## src/rtl/serial_pattern_tx.sv

```systemverilog
// serial_pattern_tx: latches an up-to-WIDTH-bit pattern and sends it MSB-first on w,
// repeated reps times back-to-back, with a start/busy/done handshake and stop abort.
module serial_pattern_tx #(
    parameter int WIDTH = 8,
    parameter int LEN_W = 4,
    parameter int REP_W = 4
) (
    input  logic             clk,
    input  logic             rst,
    input  logic             start,
    input  logic             stop,
    input  logic [WIDTH-1:0] pattern,
    input  logic [LEN_W-1:0] len,
    input  logic [REP_W-1:0] reps,
    output logic             w,
    output logic             w_valid,
    output logic             busy,
    output logic             done
);
    localparam int IW = (WIDTH > 1) ? $clog2(WIDTH) : 1;
    localparam logic [LEN_W-1:0] LMAX = LEN_W'(WIDTH);
    typedef enum logic [1:0] {IDLE, SEND, DONE} state_t;
    state_t state, state_n;
    logic [WIDTH-1:0] pat, pat_n;
    logic [IW-1:0] i, i_n, lm1, lm1_n;
    logic [REP_W-1:0] r, r_n;
    logic [LEN_W-1:0] len_eff;
    logic load, last, w_n, w_valid_n, busy_n, done_n;
    assign len_eff = (len == '0 || len > LMAX) ? LMAX : len;
    assign load = state != SEND && start && !stop;
    assign last = i == '0 && r == REP_W'(1);
    always_ff @(posedge clk) begin
        if (rst) begin
            state <= IDLE;
            pat <= '0;
            i <= '0;
            lm1 <= '0;
            r <= '0;
            w <= 1'b0;
            w_valid <= 1'b0;
            busy <= 1'b0;
            done <= 1'b0;
        end else begin
            state <= state_n;
            pat <= pat_n;
            i <= i_n;
            lm1 <= lm1_n;
            r <= r_n;
            w <= w_n;
            w_valid <= w_valid_n;
            busy <= busy_n;
            done <= done_n;
        end
    end
    // stop outranks both the normal SEND advance and a start seen in IDLE/DONE
    always_comb begin
        state_n = (state == SEND) ? (stop ? IDLE : (last ? DONE : SEND)) : (load ? SEND : IDLE);
        pat_n = load ? pattern : pat;
        lm1_n = load ? IW'(len_eff - LEN_W'(1)) : lm1;
        i_n = load ? IW'(len_eff - LEN_W'(1)) : (state == SEND) ? ((i != '0) ? i - IW'(1) : lm1) : i;
        r_n = load ? ((reps == '0) ? REP_W'(1) : reps) :
              (state == SEND && i == '0 && r != REP_W'(1)) ? r - REP_W'(1) : r;
    end
    // outputs are registered from the next-state view so the first bit follows start by one cycle
    always_comb begin
        w_n = (state_n == SEND) && pat_n[i_n];
        w_valid_n = state_n == SEND;
        busy_n = state_n == SEND;
        done_n = state_n == DONE;
    end
endmodule
```

## config.mk

```make
export PLATFORM = sky130hd
export DESIGN_NAME = serial_pattern_tx
export DESIGN_NICKNAME = d
export VERILOG_FILES = /design/src/rtl/serial_pattern_tx.sv
export SDC_FILE = /design/constraint.sdc
export NUM_CORES = 1
export LEC_CHECK = 0
export BUFFER_PORTS_ARGS = -buffer_cell sky130_fd_sc_hd__buf_2
export CAP_MARGIN = 40
export CORE_MARGIN = 2
export CORE_UTILIZATION = 45
export DETAILED_ROUTE_END_ITERATION = 6
export PLACE_DENSITY_LB_ADDON = 0.08
export SETUP_SLACK_MARGIN = 0.2
export SLEW_MARGIN = 10
export SYNTH_ARGS = -nofsm -noshare
export SYNTH_HDL_FRONTEND = slang
export SYNTH_SLANG_ARGS = --single-unit
```

## constraint.sdc

```tcl
create_clock -name clk -period 5.3 [get_ports clk]
set_clock_uncertainty 0.15 [all_clocks]
set_input_delay 1.06 -clock clk [delete_from_list [all_inputs] [get_ports clk]]
set_output_delay 1.06 -clock clk [all_outputs]
set_load 0.02 [all_outputs]
```

==> impl_metrics.yaml <==
status:
  status: "complete, no violations"
place:
  placed_area_um2: 1340
  place_congestion: 0.791
  port-buffer-count: 23
  hpwlAfterDp_um: 2000
  place_ws_ns: 2.64
min_path:
  hp-start: "lm1[2]$_SDFFE_PP0P_"
  min_path_type: "reg2reg"
cts:
  cts_setup_buffers: 0
  cts_buffers: 3
  cts_root_buf: "clkbuf_4"
  clkTransAtPathRegs_ns: 0.13
  cts.repair.resized: 0
  worstSkewPairLatency_ns: 0.32
  clockBufferDepth: 2
  holdBufCountCts: 0
  cts.sinks: 23
  ctsHtreeMaxLevel: 1
  cts_tree: "done"
critical_path:
  reg2reg_slack_ns: 2.98
  path_cells: "buf_2 > nand2b_1 > nor2_1 > buf_4 > mux2i_1 > mux2i_1 > mux2i_1 > a21oi_1"
  startpoint: "stop"
  crit_path_end_kind: "flip-flop"
  cp_num_buf_inv: 2
  cp.required_ns: 5.37
  critPathKind: "in2reg"
  critPathLaunchType: "input port"
  slowest_delay_ns: 0.26
  cpMostUsedCell: "mux2i_1"
  cp_slowest_cell: "buf_4"
  cpLargestDelayFamily: "multiplexers"
  arrival_ns: 2.39
  r2r_start: "i[0]$_SDFF_PP0_"
  path_max_fanout: 19
layout:
  final_util: 0.539
  design_area_um2: 1370
  nets: 190
  drive_gt1_frac: 0.230
  antenna_cells: 0
  nFillCells: 259
  syn2layout_area_growth_pct: 11.4
sta:
  finalCriticalPeriod_ns: 2.32
  hold_violations: 0
  clock.fmax_mhz: 431
  post-route-period-util: 0.438
  timing.final.ws_setup_ns: 2.98
  maxSlewHeadroom: 0.551
  finalSetupViolations: 0
  rsz0062_at_grt: "false"
  whs_ns: 0.323
  tightestPinTransition_ns: 0.672
  report.final.slew_viol_count: 0
  finalSetupTns_ns: 0
synthesis:
  synth.distinct_cells: 40
  syn_nets: 167
  ys_seq_elements: 23
  synth_edf_count: 0
  seq_area_frac_synth: 0.374
  yosysMostFrequentCell: "dfxtp_1"
  syn_area_um2: 1230
  ys.flop_type: "dfxtp_1"
  yosys.area.top_type_share: 0.374
  synthTopCellsByCount: "dfxtp_1, nor2_1, nand2_1"
  ys_top_cells_by_area: "dfxtp_1, mux2i_1, nor2_1, a21oi_1, nand2_1"
  postSynthCellCount: 143
  avgSynthCellArea_um2: 8.61
  async_reset_ff_frac: 0
  yosysWarnings: 0
  synth_top_area_cell: "dfxtp_1"
floorplanning:
  rows: 18
  die_w_um: 56.3
  start_util: 0.484
  io_pins: 24
  die_h_um: 56.3
  core_area_um2: 2540
  fp.dieArea_um2: 3170
route:
  drt_first_pass_iters: 4
  drtIter0Drc: 35
  drt_wl_total_um: 2650
  detail_route.vias_per_cell: 5.52
  wl_per_cell_um: 13.6
  drc: 0
  ant_nets: 0
  vias: 1076
power_and_ir_drop:
  p_per_area_nw_per_um2: 261
  leakagePower_nw: 0.550
  vdd_ir_drop_max_mv: 0.147
global_routing:
  grt_max_degree: 23
  grt.total_usage: 0.185
  grt_pass1_wl_um: 4690
  grt_pass1_vias: 1050
  grt_overflow: 0
  antenna_found_initial: 0
job:
  drv_cap: 0
-- metal layers --
metal  global-route usage  up-vias  share of wire
met1                0.238      503           0.47
li1                     -      544              -
met2                0.308       25           0.47
met5                    0        -              0
met3               0.0276        4          0.041
met4               0.0782        0          0.013
-- power breakdown --
group | internal [mW] | total [mW] | switching [mW] | leakage, nW
Clock | 0.0283 | 0.0838 | 0.0555 | 0.0177
Combinational | 0.0367 | 0.0835 | 0.0468 | 0.344
Sequential | 0.183 | 0.190 | 0.00721 | 0.188
Total | 0.248 | 0.358 | 0.110 | 0.550
-- flip-flops by register name (all words and copies together), names as in the netlist --
register / count
pat: 8
w: 1
done: 1
lm1: 3
state: 2
r: 4
busy: 1
i: 3
-- cell usage in the layout, fill, tap and decap left out, types with 2 or more instances in the layout --
cell type  netlist  layout
inv_1            4       4
nor2b_1          3       3
nand3_1          2       2
nand2_1         15      15
dfxtp_1         23      23
mux2i_1         11      11
nor3b_1          2       2
ha_1             4       4
o21ai_0          6       6
clkbuf_4         0       3
nor2_1          20      20
nor3_1           9       9
a21oi_1         12      12
and2b_1          2       2
nand2b_4         2       2
buf_2            1      23
-- worst register-to-register path, delay by kind of cell, from the launching register on --
family,cells,cell delay [ns]
buf+inv,1,0.09
compound gates,2,0.27
fa+ha+maj,1,0.25
flops,1,0.47
mux,1,0.34
simple gates,3,0.66
-- stage by stage --
stage / std cells / power (mW)
5_1_grt: 195 / 0.379
4_1_cts: 195 / 0.361
3_5_place_dp: 191 / 0.278
2_1_floorplan: 143 / 0.255
3_3_place_gp: 191 / 0.276
6_report: 195 / 0.358
-- kinds of logic after synthesis --
kind of cell,count (synthesis),synth area share
compound gates,29,0.161
xor+xnor,2,0.0142
fa+ha+maj,4,0.0407
buf+inv,11,0.0539
flops,23,0.374
mux,12,0.102
simple gates,62,0.255
-- cell type report --
| type | count | area, um2 | share of cell area |
|---|---|---|---|
| well taps | 30 | 37.5 | 0.0274 |
| flip-flops and latches | 23 | 460 | 0.336 |
| clock buffers | 3 | 22.5 | 0.0164 |
| clock inverters | 1 | 5.00 | 0.00365 |
| inverters | 5 | 18.8 | 0.0137 |
| repair buffers | 24 | 123 | 0.0894 |
| multi-input cells | 109 | 704 | 0.514 |
-- worst paths after layout --
path	depth (start not counted)	to
setup / recovery	8	w$_SDFF_PP0_
hold / removal	2	lm1[2]$_SDFFE_PP0P_
setup reg to reg	8	w$_SDFF_PP0_
hold reg to reg	2	lm1[2]$_SDFFE_PP0P_
No activity file was read; power rests on OpenSTA's default activity.
